<file path="config.mk">
export PLATFORM = sky130hd
export DESIGN_NAME = reg_scoreboard
export DESIGN_NICKNAME = d
export VERILOG_FILES = /design/src/rtl/reg_scoreboard_pkg.sv /design/src/rtl/reg_scoreboard_sb_counter.sv /design/src/rtl/reg_scoreboard.sv
export SDC_FILE = /design/constraint.sdc
export NUM_CORES = 1
export LEC_CHECK = 0
export BUFFER_PORTS_ARGS = -buffer_cell sky130_fd_sc_hd__buf_2
export CAP_MARGIN = 20
export CORE_ASPECT_RATIO = 1.1
export CORE_UTILIZATION = 38
export DETAILED_ROUTE_END_ITERATION = 7
export GPL_TIMING_DRIVEN = 0
export SLEW_MARGIN = 20
export SYNTH_ARGS = -nofsm -noshare
export SYNTH_HDL_FRONTEND = slang
export SYNTH_HIERARCHICAL = 1
export SYNTH_SLANG_ARGS = --single-unit
export TNS_END_PERCENT = 20
</file>
<file path="constraint.sdc">
create_clock -name clk_i -period 2.9 [get_ports clk_i]
set_input_delay 0.435 -clock clk_i [delete_from_list [all_inputs] [get_ports clk_i]]
set_output_delay 0.435 -clock clk_i [all_outputs]
set_load 0.01 [all_outputs]
</file>
<file path="src/rtl/reg_scoreboard_pkg.sv">
// Shared defaults for the register scoreboard: sizing of the tracked register
// file, the pending-write counters and the stall-run counter.
package reg_scoreboard_pkg;

   localparam int DEF_NUM_REGS = 8;
   localparam int DEF_IDX_W    = 3;
   localparam int DEF_NUM_SRCS = 2;
   localparam int DEF_CNT_W    = 2;
   localparam int DEF_RUN_W    = 8;

   // Largest number of outstanding writes one register counter can hold
   localparam int CNT_MAX = (2 ** DEF_CNT_W) - 1;

   // All-ones value of a counter of the given width, used for saturation/full tests
   function automatic int max_of_width(input int w);
      return (2 ** w) - 1;
   endfunction

endpackage

</file>
<file path="src/rtl/reg_scoreboard_sb_counter.sv">
// Pending-write counter for one architectural register. Counts writers that
// have issued from decode but not yet retired at writeback. A clear wins over
// any increment/decrement; a decrement of an empty counter is reported as an
// underflow and leaves the count at zero.
module reg_scoreboard_sb_counter
   import reg_scoreboard_pkg::*;
#(
   parameter int CNT_W = DEF_CNT_W
) (
   input  logic             clk_i,
   input  logic             rst_ni,
   input  logic             inc_i,
   input  logic             dec_i,
   input  logic             clr_i,
   output logic [CNT_W-1:0] cnt_o,
   output logic             nz_o,
   output logic             full_o,
   output logic             underflow_o
);

   localparam logic [CNT_W-1:0] CNT_ONE  = {{(CNT_W-1){1'b0}}, 1'b1};
   localparam logic [CNT_W-1:0] CNT_FULL = {CNT_W{1'b1}};

   logic [CNT_W-1:0] cnt_q;
   logic [CNT_W-1:0] cnt_d;

   // Next count: clear, then the inc-only / dec-only cases; inc and dec together cancel
   always_comb begin
      cnt_d       = cnt_q;
      underflow_o = 1'b0;
      if (clr_i) begin
         cnt_d = {CNT_W{1'b0}};
      end else if (inc_i && !dec_i) begin
         cnt_d = cnt_q + CNT_ONE;
      end else if (dec_i && !inc_i) begin
         if (cnt_q != {CNT_W{1'b0}}) begin
            cnt_d = cnt_q - CNT_ONE;
         end else begin
            underflow_o = 1'b1;
         end
      end else begin
         cnt_d = cnt_q;
      end
   end

   // Counter state register
   always_ff @(posedge clk_i or negedge rst_ni) begin
      if (!rst_ni) begin
         cnt_q <= {CNT_W{1'b0}};
      end else begin
         cnt_q <= cnt_d;
      end
   end

   assign cnt_o  = cnt_q;
   assign nz_o   = (cnt_q != {CNT_W{1'b0}});
   assign full_o = (cnt_q == CNT_FULL);

endmodule

</file>
<file path="src/rtl/reg_scoreboard.sv">
// Decode-stage RAW/WAW interlock. One pending-write counter per architectural
// register replaces per-stage destination compares. Decode stalls when a read
// source still has writers in flight, or when the destination counter is full.
// Stall/issue depend only on registered counters: a register retiring this
// cycle still stalls its readers until the following cycle.
module reg_scoreboard
   import reg_scoreboard_pkg::*;
#(
   parameter int NUM_REGS = DEF_NUM_REGS,
   parameter int IDX_W    = DEF_IDX_W,
   parameter int NUM_SRCS = DEF_NUM_SRCS,
   parameter int CNT_W    = DEF_CNT_W,
   parameter int RUN_W    = DEF_RUN_W
) (
   input  logic                      clk_i,
   input  logic                      rst_ni,
   input  logic                      flush_i,
   input  logic                      d_valid_i,
   input  logic [NUM_SRCS-1:0]       d_read_i,
   input  logic [NUM_SRCS*IDX_W-1:0] d_src_idx_i,
   input  logic                      d_regwrite_i,
   input  logic [IDX_W-1:0]          d_dst_idx_i,
   input  logic                      wb_valid_i,
   input  logic                      wb_regwrite_i,
   input  logic [IDX_W-1:0]          wb_dst_idx_i,
   output logic                      d_stall_o,
   output logic                      d_issue_o,
   output logic [NUM_REGS-1:0]       busy_vec_o,
   output logic                      sb_err_o,
   output logic [RUN_W-1:0]          stall_run_o
);

   localparam logic [RUN_W-1:0] RUN_ONE = {{(RUN_W-1){1'b0}}, 1'b1};
   localparam logic [RUN_W-1:0] RUN_SAT = {RUN_W{1'b1}};

   logic [CNT_W-1:0]    cnt_s [NUM_REGS];
   logic [NUM_REGS-1:0] inc_s;
   logic [NUM_REGS-1:0] dec_s;
   logic [NUM_REGS-1:0] nz_s;
   logic [NUM_REGS-1:0] full_s;
   logic [NUM_REGS-1:0] uflow_s;
   logic                raw_hit_s;
   logic                waw_full_s;
   logic                inc_en_s;
   logic                dec_en_s;

   logic                sb_err_q;
   logic                sb_err_d;
   logic [RUN_W-1:0]    stall_run_q;
   logic [RUN_W-1:0]    stall_run_d;

   assign d_stall_o = d_valid_i & (raw_hit_s | waw_full_s);
   assign d_issue_o = d_valid_i & ~d_stall_o & ~flush_i;
   assign inc_en_s  = d_issue_o & d_regwrite_i;
   assign dec_en_s  = wb_valid_i & wb_regwrite_i;

   // Per-register counters with one-hot inc/dec decoders; out-of-range indices match nothing
   for (genvar r = 0; r < NUM_REGS; r++) begin : g_reg
      assign inc_s[r] = inc_en_s & (d_dst_idx_i == IDX_W'(r));
      assign dec_s[r] = dec_en_s & (wb_dst_idx_i == IDX_W'(r));

      reg_scoreboard_sb_counter #(
         .CNT_W (CNT_W)
      ) u_cnt (
         .clk_i       (clk_i),
         .rst_ni      (rst_ni),
         .inc_i       (inc_s[r]),
         .dec_i       (dec_s[r]),
         .clr_i       (flush_i),
         .cnt_o       (cnt_s[r]),
         .nz_o        (nz_s[r]),
         .full_o      (full_s[r]),
         .underflow_o (uflow_s[r])
      );
   end

   // Source read muxes: any enabled source whose register has pending writers is a RAW hit
   always_comb begin : p_raw
      logic [IDX_W-1:0] src_v;
      raw_hit_s = 1'b0;
      src_v     = {IDX_W{1'b0}};
      for (int i = 0; i < NUM_SRCS; i++) begin
         src_v = d_src_idx_i[i*IDX_W +: IDX_W];
         if (d_read_i[i] && (int'(src_v) < NUM_REGS)) begin
            if (cnt_s[src_v] != {CNT_W{1'b0}}) begin
               raw_hit_s = 1'b1;
            end else begin
               raw_hit_s = raw_hit_s;
            end
         end else begin
            raw_hit_s = raw_hit_s;
         end
      end
   end

   // Destination mux: a write to a register whose counter is saturated must wait
   always_comb begin
      waw_full_s = 1'b0;
      if (d_regwrite_i && (int'(d_dst_idx_i) < NUM_REGS)) begin
         waw_full_s = full_s[d_dst_idx_i];
      end else begin
         waw_full_s = 1'b0;
      end
   end

   // Sticky underflow flag and saturating run length of consecutive stall cycles
   always_comb begin
      sb_err_d    = sb_err_q | (|uflow_s);
      stall_run_d = stall_run_q;
      if (flush_i || !d_stall_o) begin
         stall_run_d = {RUN_W{1'b0}};
      end else if (stall_run_q != RUN_SAT) begin
         stall_run_d = stall_run_q + RUN_ONE;
      end else begin
         stall_run_d = RUN_SAT;
      end
   end

   // Status registers; only rst_ni clears the error flag
   always_ff @(posedge clk_i or negedge rst_ni) begin
      if (!rst_ni) begin
         sb_err_q    <= 1'b0;
         stall_run_q <= {RUN_W{1'b0}};
      end else begin
         sb_err_q    <= sb_err_d;
         stall_run_q <= stall_run_d;
      end
   end

   assign busy_vec_o  = nz_s;
   assign sb_err_o    = sb_err_q;
   assign stall_run_o = stall_run_q;

endmodule

</file>
# Yosys cells after proc, flatten, opt, wreduce, memory -nomap -nowiden
# Index checks and enable logic that the tools add are counted.
dict set report word_totals {
  word_cells 230
  reg_bits 25
  input_bits 21
  out_inout_bits 19
}
dict set report classes {
  reduce_logical 71
  magnitude_cmp 3
  add_sub_neg 17
  n_eq_ne 23
  bitwise 27
  n_mux 79
}
# operator n
set ops {}
lappend ops {{two-way mux 2 bit} 36}
lappend ops {{nonzero test 3 bit} 16}
lappend ops {{two-way mux 1 bit} 38}
lappend ops {{equality test 3 bit, second input constant} 8}
lappend ops {{AND 1 bit} 21}
lappend ops {{nonzero test 2 bit} 10}
lappend ops {{logical NOT 1 bit} 17}
lappend ops {{adder 2 x 1 -> 2 bit, second input constant} 8}
lappend ops {{equality test 2 bit, second input constant} 8}
lappend ops {{logical AND 1 bit} 16}
lappend ops {{two-way mux 8 bit} 2}
lappend ops {{AND reduction 2 bit} 8}
lappend ops {{subtractor 2 x 1 -> 2 bit, second input constant} 8}
lappend ops {{binary-select mux 2 bit (select 3 bit)} 2}
lappend ops {{equality test 3 x 2 -> 1 bit, second input constant} 4}
lappend ops {{adder 8 x 1 -> 8 bit, second input constant} 1}
lappend ops {{greater-or-equal comparator 4 bit, second input constant} 2}
lappend ops {{inequality test 8 bit, second input constant} 1}
lappend ops {{NOT 3 -> 4 bit} 2}
lappend ops {{OR reduction 8 bit} 1}
lappend ops {{equality test 3 x 1 -> 1 bit, second input constant} 2}
lappend ops {{logical NOT 3 bit} 2}
lappend ops {{less-than comparator 3 x 4 -> 1 bit, second input constant} 1}
lappend ops {{binary-select mux 1 bit (select 3 bit)} 1}
lappend ops {{3 further kinds} 5}

# Logic depth before layout (Yosys ltp)
# Gate-level depths: netlist (run 1).
dict set report logic_depth {
  ltp_word 23
  ltp_mapped 12
  mapped_depth_nobuf 10
}

# By module
# Netlist (run 1), hierarchy kept.
# module cells_each seq_area_each_um2 area_per_inst_um2 instances
set modules_own_cells {}
lappend modules_own_cells {reg_scoreboard_sb_counter 16 50.0 158.9 8}
lappend modules_own_cells {reg_scoreboard 104 225.2 857.1 1}

# Least setup slack after synthesis (run 1)
# OpenSTA, ideal clock, no wires.
dict set report synth_path {
  kind {register -> register}
  from {register g_reg[5].u_cnt.cnt_q[0]}
  to {register sb_err_q (netlist: sb_err_o)}
  slack_ns -0.195
  synth_period_minus_slack_ns 3.095
  required_ns 2.767
  setup_time_ns 0.133
  path_stages_with_launch 13
  t_arrival_ns 2.962
  path_buffers 2
  path_cell_list {dfrtp_1 -> buf_6 -> and2_2 -> mux4_1 -> nand3_1 -> o31ai_1 -> a311o_1 -> buf_6 -> nor4_1 -> or4_1 -> nor2_1 -> nor4_1 -> nand3_1}
}
dict set report synth_via {
  elab_cells_between_ends 82
  cone_classes {eq/ne (1); mux (38); bitwise (15); reduce/logical (28)}
}
# element line_no
set synth_lines {}
lappend synth_lines {{start: declaration} reg_scoreboard_sb_counter.sv:24} ;# logic [CNT_W-1:0] cnt_q;
lappend synth_lines {{start signal: assignment} reg_scoreboard_sb_counter.sv:49} ;# cnt_q <= {CNT_W{1'b0}};
lappend synth_lines {{start signal: assignment} reg_scoreboard_sb_counter.sv:51} ;# cnt_q <= cnt_d;
lappend synth_lines {{equality test 2 bit (*)} reg_scoreboard_sb_counter.sv:57} ;# assign full_o = (cnt_q == CNT_FULL);
lappend synth_lines {{net full_s[5]} reg_scoreboard.sv:40} ;# logic [NUM_REGS-1:0] full_s;
lappend synth_lines {{binary-select mux 1 bit (select 3 bit) (*)} reg_scoreboard.sv:100} ;# waw_full_s = full_s[d_dst_idx_i];
lappend synth_lines {{two-way mux 1 bit (not written as such) (*)} reg_scoreboard.sv:100}
lappend synth_lines {{two-way mux 1 bit (*)} reg_scoreboard.sv:99} ;# if (d_regwrite_i && (int'(d_dst_idx_i) < NUM_REGS)) begin
lappend synth_lines {{OR 1 bit (*)} reg_scoreboard.sv:52} ;# assign d_stall_o = d_valid_i & (raw_hit_s | waw_full_s);
lappend synth_lines {{AND 1 bit (*)} reg_scoreboard.sv:52}
lappend synth_lines {{NOT 1 bit (*)} reg_scoreboard.sv:53} ;# assign d_issue_o = d_valid_i & ~d_stall_o & ~flush_i;
lappend synth_lines {{(+4 left out)} --}
lappend synth_lines {{net inc_s[5]} reg_scoreboard.sv:37} ;# logic [NUM_REGS-1:0] inc_s;
lappend synth_lines {{(+1 left out)} --}
lappend synth_lines {{logical AND 1 bit} reg_scoreboard_sb_counter.sv:35} ;# end else if (dec_i && !inc_i) begin
lappend synth_lines {{two-way mux 1 bit} reg_scoreboard_sb_counter.sv:35}
lappend synth_lines {{two-way mux 1 bit (*)} reg_scoreboard_sb_counter.sv:33} ;# end else if (inc_i && !dec_i) begin
lappend synth_lines {{two-way mux 1 bit (*)} reg_scoreboard_sb_counter.sv:31} ;# if (clr_i) begin
lappend synth_lines {{net uflow_s[5]} reg_scoreboard.sv:41} ;# logic [NUM_REGS-1:0] uflow_s;
lappend synth_lines {{OR reduction 8 bit (*)} reg_scoreboard.sv:108} ;# sb_err_d = sb_err_q | (|uflow_s);
lappend synth_lines {{OR 1 bit (*)} reg_scoreboard.sv:108}
lappend synth_lines {{net sb_err_d} reg_scoreboard.sv:48} ;# logic sb_err_d;
lappend synth_lines {{end signal: assignment} reg_scoreboard.sv:125} ;# sb_err_q <= sb_err_d;
lappend synth_lines {{end: declaration} reg_scoreboard.sv:47} ;# logic sb_err_q;
# Mark *: on every way through the listed nets, which the timed path passes. The rest lies on a longest branch. The select of a mux whose other input is x is not followed.
# A chain may end at the register's enable or synchronous reset.

# Worst setup path after layout (run 1)
dict set report layout_path {
  from {register g_reg[4].u_cnt.cnt_q[0]}
  to {register g_reg[7].u_cnt.cnt_q[1]}
}
dict set report layout_via {
  elab_cells_between_ends 31
  cone_classes {eq/ne (1); mux (15); bitwise (7); reduce/logical (8)}
}
# element line_no
set layout_lines {}
lappend layout_lines {{start: declaration} reg_scoreboard_sb_counter.sv:24}
lappend layout_lines {{start signal: assignment} reg_scoreboard_sb_counter.sv:49}
lappend layout_lines {{start signal: assignment} reg_scoreboard_sb_counter.sv:51}
lappend layout_lines {{equality test 2 bit (*)} reg_scoreboard_sb_counter.sv:57}
lappend layout_lines {{net full_s[4]} reg_scoreboard.sv:40}
lappend layout_lines {{binary-select mux 1 bit (select 3 bit) (*)} reg_scoreboard.sv:100}
lappend layout_lines {{two-way mux 1 bit (not written as such) (*)} reg_scoreboard.sv:100}
lappend layout_lines {{two-way mux 1 bit (*)} reg_scoreboard.sv:99}
lappend layout_lines {{OR 1 bit (*)} reg_scoreboard.sv:52}
lappend layout_lines {{AND 1 bit (*)} reg_scoreboard.sv:52}
lappend layout_lines {{NOT 1 bit (*)} reg_scoreboard.sv:53}
lappend layout_lines {{AND 1 bit (*) (2 in series)} reg_scoreboard.sv:53}
lappend layout_lines {{AND 1 bit (*)} reg_scoreboard.sv:54} ;# assign inc_en_s = d_issue_o & d_regwrite_i;
lappend layout_lines {{AND 1 bit (*)} reg_scoreboard.sv:59} ;# assign inc_s[r] = inc_en_s & (d_dst_idx_i == IDX_W'(r));
lappend layout_lines {{net inc_s[7]} reg_scoreboard.sv:37}
lappend layout_lines {{logical NOT 1 bit} reg_scoreboard_sb_counter.sv:35}
lappend layout_lines {{logical AND 1 bit} reg_scoreboard_sb_counter.sv:35}
lappend layout_lines {{nonzero test 3 bit (no line)} --}
lappend layout_lines {{AND reduction 2 bit (no line)} --}
lappend layout_lines {{end signal: assignment} reg_scoreboard_sb_counter.sv:49}
lappend layout_lines {{end signal: assignment} reg_scoreboard_sb_counter.sv:51}
lappend layout_lines {{end: declaration} reg_scoreboard_sb_counter.sv:24}
# Marked as above.

==> results of run 1 <==
stage by stage:
stage | setup TNS, ps | total power [mW] | util (%) | cell area [µm²] | hold slack, ps
detailed placement | -4390 | 0.499 | 45.2 | 2440 | 466
CTS | -320 | 0.737 | 48.3 | 2610 | 185
finish | -235 | 0.764 | 55.4 | 2990 | 164
global route | -1560 | 0.804 | 55.4 | 2990 | 207
floorplan | -35.0 | 0.441 | - | 2150 | 139
global placement | -3790 | 0.498 | 45.2 | 2440 | 463
registers in the layout, summed over array words and instances, names as in the netlist:
name           count
g.u_cnt/cnt_o     16
sb_err_o           1
stall_run_o        8
where the power goes:
part           internal (mW)  total, mW  switching, mW  leakage [nW]
Combinational         0.0843      0.191          0.107         0.925
Sequential             0.352      0.356        0.00339         0.333
Clock                 0.0985      0.217          0.119        0.0228
kinds of logic after synthesis:
| group | after synthesis | share of synthesized area, % |
|---|---|---|
| AND/OR/NAND/NOR | 111 | 33.0 |
| buffers and inverters | 20 | 6.70 |
| AO/OA/AOI/OAI | 62 | 23.3 |
| flip-flops | 25 | 29.4 |
| adder cells (fa/ha/maj) | 1 | 0.588 |
| multiplexers | 2 | 2.47 |
| XOR/XNOR | 11 | 4.53 |
area by class of cell:
class | instances | area [µm²]
Inverter | 10 | 37.5
Buffer | 10 | 109
Timing Repair Buffer | 81 | 534
Multi-Input combinational cell | 187 | 1540
Sequential cell | 25 | 633
Clock buffer | 4 | 45.0
Tap cell | 75 | 93.8
Fill cell | 527 | 2410
synthesized netlist by cell type (2+ instances only):
master and n:
a2111oi_0 8, a211oi_1 6, a21boi_1 8, a21oi_1 12, a221oi_2 8, a31oi_1 2, and2_2 9, and4b_1 9
buf_6 9, dfrtp_1 25, inv_1 10, mux4_1 2, nand2_1 7, nand2b_1 4, nand3_1 5, nand3b_1 2
nand4_1 2, nor2_1 20, nor3_1 10, nor4_1 7, nor4b_1 2, o21ai_0 8, o311ai_0 2, o311ai_1 2
o31ai_1 2, or2_2 8, or3_1 3, or3b_1 10, or4_1 8, xnor2_1 10
worst max path at each step:
stage / from / end / slack [ps] / depth (start not counted)
floorplan: g_reg[5].u_cnt/cnt_o[0] / sb_err_o / -20 / 12
global placement: g_reg[6].u_cnt/cnt_o[0] / sb_err_o / -430 / 12
detailed placement: g_reg[6].u_cnt/cnt_o[0] / sb_err_o / -460 / 12
CTS: g_reg[1].u_cnt/cnt_o[0] / d_stall_o / -100 / 9
global route: g_reg[2].u_cnt/cnt_o[0] / sb_err_o / -190 / 12
finish: g_reg[4].u_cnt/cnt_o[0] / g_reg[7].u_cnt/cnt_o[1] / -80 / 11
layer usage:
layer	up-vias	routed length (µm)
li1	1074	-
met1	1048	2820
met2	76	3060
met3	14	248
met4	0	142
met5	-	0
what timing repair did:
item | in CTS | in global routing
pin swaps | 13 | 16
setup buffers | 3 | 38
gates cloned | 0 | 1
hold endpoints to repair | 0 | 0
endpoints found under the setup margin | 19 | 16
resized for setup | 19 | 28
==> run metrics, run 1 <==
status finished with violations; failing checks negative setup slack; cts bufs inserted 3; # setup viols final 7; Startpoint Class flip-flop; crit-path cells buf_6, and2_2, mux4_2, nand3_2, o31ai_4, a311o_1, buf_4, nor4_4, buf_4, o21ai_0, a2111oi_0; buffers added on ports 39; family of cells with the greatest summed delay on the critical path compound AO/OA/AOI/OAI gates; Final Skew roughly 4.2 ps; global-route wire length before repair slightly above 9000 µm; Rel. slew slack between 30% and 40%; Final Worst Setup Slack -84.4 ps; GRT met1 Usage roughly 28%; horizontal die dimension between 70 and 80 µm; Post-Syn Area approximately 2100 µm²; gr busiest metal met2; type of the worst setup path reg2reg; data arrival time at the worst-slack endpoint about 3100 ps; static power due to leakage 1.28 nW; EDFF count, synth 0; antenna violations before repair 0; post-cts hold buffer count 0; share of cells above drive strength 1 approximately 46%; time the worst path needs with I/O delays and setup 2980 ps; average footprint of a synthesized cell 9.17 µm²; critical-path cell with the highest stage delay mux4_2; ANT nets after route 0; number of standard cells after synthesis around 230; Critical Path Sink Type flip-flop; Final Cycle Share 103%; share of async-settable or async-resettable flops after synthesis 100%; Wirelength per Cell between 15 and 20 µm; pre-CTS setup slack -465 ps; final HPWL from detailed placement ~4000 µm; number of design-rule violations left by the first detailed-router iteration 97; final number of hold-violating endpoints 0; count of boundary I/O pins 40; vias in the first global route 1901; total via count in the routed design around 2200; VDD IR max between 0.1 and 0.15 mV; area of the placeable core between 5000 and 6000 µm²; RR Startpoint g_reg[4].u_cnt/cnt_o[0]; Post-Layout Cell Count between 300 and 400; Max Fclk 335 MHz; Die Height 80.5 µm; part of the Yosys area used for sequential elements between 20 and 30%; synth-to-layout area growth 40.4%; setup repair after global routing missed its margin true; number of pins with negative max-slew slack in the final report 0; Global Route met2 Usage 34.1%; setup slack of the most critical reg-to-reg path -80 ps; number of rows created at floorplan 28; Clk Latency, worst-skew pair 270 ps; most common cell after layout, fill and taps aside buf_4; Layout Nets 340; clock slew at the register clock pins of the worst setup and hold paths 90 ps; highest cell delay on the worst timing path 470 ps; Total GRT Usage about 20%; die area slightly below 6000 µm²; leading area contributor after synthesis dfrtp_1; worst min-delay path category in2async; flops & latches, synth 25; most used cells in the layout excluding fill and tap cells buf_4, buf_2, nor2_1, dfrtp_1, a21oi_1; detailed-route wire length between 6000 and 7000 µm; clock root buffer master clkbuf_8; Least-Margin Pin Slew roughly 1000 ps; capture instance of the worst register-to-register path g_reg[7].u_cnt/cnt_o[1]; pin count of the biggest net entering global routing 27; cell count after placement around 350; Max Root-Sink Buffers 2; nets in the synthesized netlist 254; path depth of the worst reg2reg path 11; PwrDens ~260 nW/µm²; required time worst endpoint just over 3000 ps; post-route DRC violation count 0; clock tree from TritonCTS yes; buffers plus inverters on the worst setup path 3; Synth area leaders dfrtp_1, a221oi_2, buf_6; Yosys warnings 6; global-route met3 utilization 1.88%; H-tree lvl count 1; Primary FF master, synth dfrtp_1; clock sink count 25; maximum capacitance violations 0; global-route congestion overflow total 0; Cell variety after synth 42; maximum net fanout on the critical path 4; initial core utilization 39.4%; per-cell via count in the routed design about 5.6; routability cong. just over 0.8; iteration count of the initial detailed-routing pass 4; proportion of netlist area held by the largest area contributor between 20 and 30%; ant diodes 0; cell mode on critical path buf_4
Power figures use the tool's default switching activity.
==> inputs of run 2 (changes only) <==
==> constraint.sdc (replaced) <==
create_clock -name clk_i -period 3.1 [get_ports clk_i]
set_input_delay 0.465 -clock clk_i [delete_from_list [all_inputs] [get_ports clk_i]]
set_output_delay 0.465 -clock clk_i [all_outputs]
set_load 0.01 [all_outputs]
==> run metrics, run 2 (same netlist as run 1, synthesis figures left out) <==
cell count after placement between 300 and 400; area of the placeable core around 5400 µm²; most used cells in the layout excluding fill and tap cells buf_2, dfrtp_1, nor2_1; final hold slack between 150 and 200 ps; number of rows created at floorplan 28; type of the worst setup path reg2out; iteration count of the initial detailed-routing pass 4; maximum net fanout on the critical path 10; capture instance of the worst register-to-register path g_reg[5].u_cnt/cnt_o[1]; gr busiest metal met2; clock root buffer master clkbuf_8; setup slack of the most critical reg-to-reg path 150 ps; data arrival time at the worst-slack endpoint approximately 2600 ps; Total GRT Usage approximately a fifth; highest cell delay on the worst timing path between 400 and 500 ps; max reg flops 16; per-cell via count in the routed design ~5.9; pre-CTS setup slack -425 ps; critical-path cell with the highest stage delay mux4_1; initial core utilization 39.4%; ANT nets after route 0; antenna violations before repair 0; overall power consumption between 600 and 700 µW; Max Fclk between 300 and 400 MHz; GRT met1 Usage between 20% and 30%; Die Height ~80 µm; Post-Layout Cell Count roughly 360; RR Startpoint g_reg[0].u_cnt/cnt_o[0]; time the worst path needs with I/O delays and setup ~3000 ps; register area roughly 630 µm²; Critical Path Sink Type primary output; number of pins with negative max-slew slack in the final report 0; fillcell total between 500 and 600; family of cells with the greatest summed delay on the critical path multiplexers; final HPWL from detailed placement about 4000 µm; setup repair after global routing missed its margin true; buffers added on ports 39; number of design-rule violations left by the first detailed-router iteration between 70 and 80; Global Route met2 Usage a little under a third; required time worst endpoint ~2600 ps; clock slew at the register clock pins of the worst setup and hold paths ~100 ps; pin count of the biggest net entering global routing 27; die area between 5000 and 6000 µm²; buffers plus inverters on the worst setup path 3; Least-Margin Pin Slew 1040 ps; static power due to leakage 1.08 nW; H-tree lvl count 1; share of cells above drive strength 1 roughly 34%; post-route DRC violation count 0; global-route congestion overflow total 0; count of boundary I/O pins 40; Clk Latency, worst-skew pair between 200 and 300 ps; Final Cycle Share between 90% and 100%; cts bufs inserted 3; worst min-delay path category in2async; ant diodes 0; horizontal die dimension around 73 µm; Final Skew roughly 2.0 ps; final number of hold-violating endpoints 0; most common cell after layout, fill and taps aside buf_2; synth-to-layout area growth 23.6%; crit-path cells buf_6, and2_2, mux4_1, nand3b_1, o31ai_1, a311o_1, buf_6, and2_2, buf_2; Final Worst Setup Slack 74.4 ps; path depth of the worst reg2reg path 10; total via count in the routed design between 2000 and 2500; global-route met3 utilization 2.63%; VDD IR max approximately 0.15 mV; detailed-route wire length 5680 µm; Layout Nets 303; routability cong. ~0.81; status completed; vias in the first global route between 1500 and 2000; Max Root-Sink Buffers 2; area used by multi-input combinational logic between 1000 and 1500 µm²; Wirelength per Cell approximately 16 µm; maximum capacitance violations 0; clock tree from TritonCTS yes; global-route wire length before repair roughly 9100 µm; PwrDens around 260 nW/µm²; clock sink count 25; # setup viols final 0; Rel. slew slack 30.0%; Startpoint Class flip-flop
## run 2: cell types whose count changed in the layout (fill, tap and decap cells not counted), moves of 6 or more
cell,delta
dfrtp_1,+6
dfrtp_2,-6
buf_4,-36
and2_4,-6
and2_2,+6
## run 2: worst register-to-register path, stage by stage, from the launching register on
cell       delay (ps)
dfrtp_1           420
buf_6             150
and2_2            160
mux4_1            480
nand3b_1          100
o31ai_1           100
a311o_1           370
buf_6             180
nor4_4            360
a21oi_1           160
a2111oi_2         370
## run 2: layout make-up
class	instances	share of cell area, %
clock inverters	1	0.285
clock buffers	3	1.57
inverters	10	1.43
multi-input cells	187	56.5
repair buffers	44	8.84
flip-flops and latches	25	23.8
well taps	75	3.57
plain buffers	10	3.99
## run 2: per-layer routing
metal | part of all wire [%] | vias up
li1 | - | 1006
met1 | 48 | 1017
met2 | 48 | 49
met3 | 3.5 | 6
met4 | 1.2 | 0
met5 | 0 | -
## run 2: repair_timing
action / CTS / global route
cloned: 0 / 0
endpoints found under the setup margin: 13 / 16
setup buffers: 0 / 5
resized for setup: 5 / 19
hold buffers: 0 / 0
pin swaps: 0 / 11
## run 2: how the worst max path moves through the flow
stage	startpoint	endpoint	slack, ps	cells after the start
floorplan	g_reg[5].u_cnt/cnt_o[0]	sb_err_o	5	12
global placement	g_reg[6].u_cnt/cnt_o[0]	g_reg[4].u_cnt/cnt_o[1]	-380	10
detailed placement	g_reg[6].u_cnt/cnt_o[0]	g_reg[5].u_cnt/cnt_o[1]	-430	10
CTS	g_reg[6].u_cnt/cnt_o[0]	sb_err_o	-200	12
global route	g_reg[2].u_cnt/cnt_o[0]	g_reg[4].u_cnt/cnt_o[1]	-50	11
finish	g_reg[0].u_cnt/cnt_o[0]	d_stall_o	70	9
## run 2: where the power goes
group | switching, mW | total (mW) | internal (mW)
Combinational | 0.0892 | 0.145 | 0.0562
Clock | 0.119 | 0.210 | 0.0914
Sequential | 0.00397 | 0.334 | 0.330
Total | 0.212 | 0.689 | 0.477
## run 2: stage by stage
stage	setup TNS [ps]	utilization (%)	area, µm²
floorplan	0	-	2130
global placement	-2390	44.8	2420
detailed placement	-3070	44.8	2420
CTS	-1140	46.3	2500
global route	-153	48.8	2630
finish	0	48.8	2630
==> inputs of run 3 (changes only) <==
--- a/config.mk
+++ b/config.mk
@@ -7,7 +7,6 @@
 export LEC_CHECK = 0
 export BUFFER_PORTS_ARGS = -buffer_cell sky130_fd_sc_hd__buf_2
 export CAP_MARGIN = 20
-export CORE_ASPECT_RATIO = 1.1
 export CORE_UTILIZATION = 38
 export DETAILED_ROUTE_END_ITERATION = 7
 export GPL_TIMING_DRIVEN = 0
==> run metrics, run 3 (same netlist as run 1, synthesis figures left out) <==
status completed; final number of hold-violating endpoints 0; clock slew at the register clock pins of the worst setup and hold paths roughly 100 ps; family of cells with the greatest summed delay on the critical path compound AO/OA/AOI/OAI gates; number of rows created at floorplan 26; area used by multi-input combinational logic about 1500 µm²; Max Root-Sink Buffers 2; crit path launch g_reg[0].u_cnt/cnt_o[0]; antenna violations before repair 0; horizontal die dimension 76.8 µm; critical-path cell with the highest stage delay mux4_2; buffers plus inverters on the worst setup path 3; DR WL met3 just under 200 µm; worst min-delay path category in2async; number of pins with negative max-slew slack in the final report 0; Least-Margin Pin Slew approximately 1000 ps; Clk Latency, worst-skew pair around 280 ps; ANT nets after route 0; post-route DRC violation count 0; Final Worst Setup Slack 131 ps; cts bufs inserted 3; # setup viols final 0; register area between 600 and 700 µm²; detailed-routed wire length on met2 2760 µm; share of cells above drive strength 1 about two fifths; routability cong. roughly 0.82; max reg flops 16; pin count of the biggest net entering global routing 27; clock root buffer master clkbuf_8; required time worst endpoint roughly 2600 ps; Total GRT Usage roughly a fifth; per-cell via count in the routed design about 5.8; crit-path cells buf_6, and2_4, mux4_2, nand3b_1, o31ai_2, a311o_1, buf_6, and2_2, buf_2; area of the placeable core between 5000 and 6000 µm²; cell area after layout about 2700 µm²; topmost layer with routed signal wires met4; initial core utilization approximately two fifths; Die Height between 70 and 80 µm; data arrival time at the worst-slack endpoint between 2000 and 3000 ps; most used cells in the layout excluding fill and tap cells buf_2, dfrtp_1, nor2_1; iteration count of the initial detailed-routing pass 4; met1 wire length approximately 2700 µm; total via count in the routed design between 2000 and 2500; post-placement cell area about 2400 µm²; count of boundary I/O pins 40; Layout Nets about 320; cell mode on critical path buf_6; Post-Layout Cell Count ~360; RR Startpoint g_reg[0].u_cnt/cnt_o[0]; PwrDens about 260 nW/µm²; Max Fclk 337 MHz; highest cell delay on the worst timing path 450 ps; global-route wire length before repair about 9000 µm; Critical Path Sink Type primary output; H-tree lvl count 1; final HPWL from detailed placement between 3000 and 4000 µm; clock sink count 25; die area 5900 µm²; buffers added on ports 39; fillcell total slightly above 500; type of the worst setup path reg2out; detailed-route wire length 5690 µm; most common cell after layout, fill and taps aside buf_2; Post-Route Setup TNS 0 ps; pre-CTS setup slack -465 ps; vias in the first global route ~1900; cell count after placement about 340; static power due to leakage 1.13 nW; global-route congestion overflow total 0; clock tree from TritonCTS yes; ant diodes 0; Rel. slew slack 29.7%; number of design-rule violations left by the first detailed-router iteration between 100 and 150; maximum net fanout on the critical path 5; Wirelength per Cell ~16 µm; Startpoint Class flip-flop; synth-to-layout area growth 28.0%; VDD IR max around 0.14 mV; time the worst path needs with I/O delays and setup 2970 ps; post-cts hold buffer count 0; Final Skew 6.18 ps; Final Cycle Share a little over nine tenths; maximum capacitance violations 0
[run 3: changes by cell type in the layout (fill, tap and decap cells not counted), sizes merged]
cell | before | now
clkinvlp | 1 | 0
buf | 53 | 66
clkinv | 0 | 1
[run 3: final timing paths]
kind / endpoint / slack, ps / depth (start not counted)
worst min register to register: sb_err_o / 510 / 2
worst max-delay path: d_stall_o / 130 / 9
worst min-delay path: stall_run_o[2] / 180 / 1
min in group clk_i: sb_err_o / 510 / 2
worst max register to register: sb_err_o / 140 / 13
max in group asynchronous: g_reg[5].u_cnt/cnt_o[1] / 2470 / 1
[run 3: power breakdown]
group | internal, mW | leakage (nW) | switching (mW)
Combinational | 0.0614 | 0.773 | 0.0914
Sequential | 0.330 | 0.336 | 0.00318
Clock | 0.0904 | 0.0255 | 0.120
Total | 0.482 | 1.13 | 0.215
[run 3: repair_timing]
action / CTS / global route
endpoints found under the hold margin: 0 / 0
buffers inserted: 0 / 17
cloned: 0 / 1
pin swaps: 2 / 11
endpoints found under the setup margin: 13 / 12
resized for setup: 11 / 23
[run 3: area by class of cell]
class | instances | area share, %
clock buffer | 3 | 1.52
clock inverter | 1 | 0.184
tap | 70 | 3.22
timing repair buffer | 57 | 12.0
inverter | 10 | 1.38
sequential | 25 | 23.2
multi-input combinational | 187 | 54.7
buffer | 10 | 3.86
[run 3: through the flow]
stage,total power [mW],utilization [%],hold WS (ps)
3_3_place_gp,0.464,46.0,468
2_1_floorplan,0.411,-,169
3_5_place_dp,0.465,46.0,481
4_1_cts,0.688,48.3,198
6_report,0.696,52.0,175
5_1_grt,0.726,52.0,222
[run 3: worst reg2reg max path: stages, from the launching register on]
cell and delay (ps):
dfrtp_1 410, buf_6 130, and2_4 120, mux4_2 450, nand3b_1 130, o31ai_2 90
a311o_1 410, buf_6 180, nor4_4 240, buf_4 180, or4_4 140, nor2_4 30
nor4_2 230, nand3_1 100
[run 3: routing by layer]
| layer | global-route usage (%) | up-vias |
|---|---|---|
| li1 | - | 1033 |
| met3 | 2.86 | 9 |
| met2 | 32.3 | 49 |
| met5 | 0 | - |
| met4 | 6.35 | 0 |
| met1 | 24.4 | 1018 |
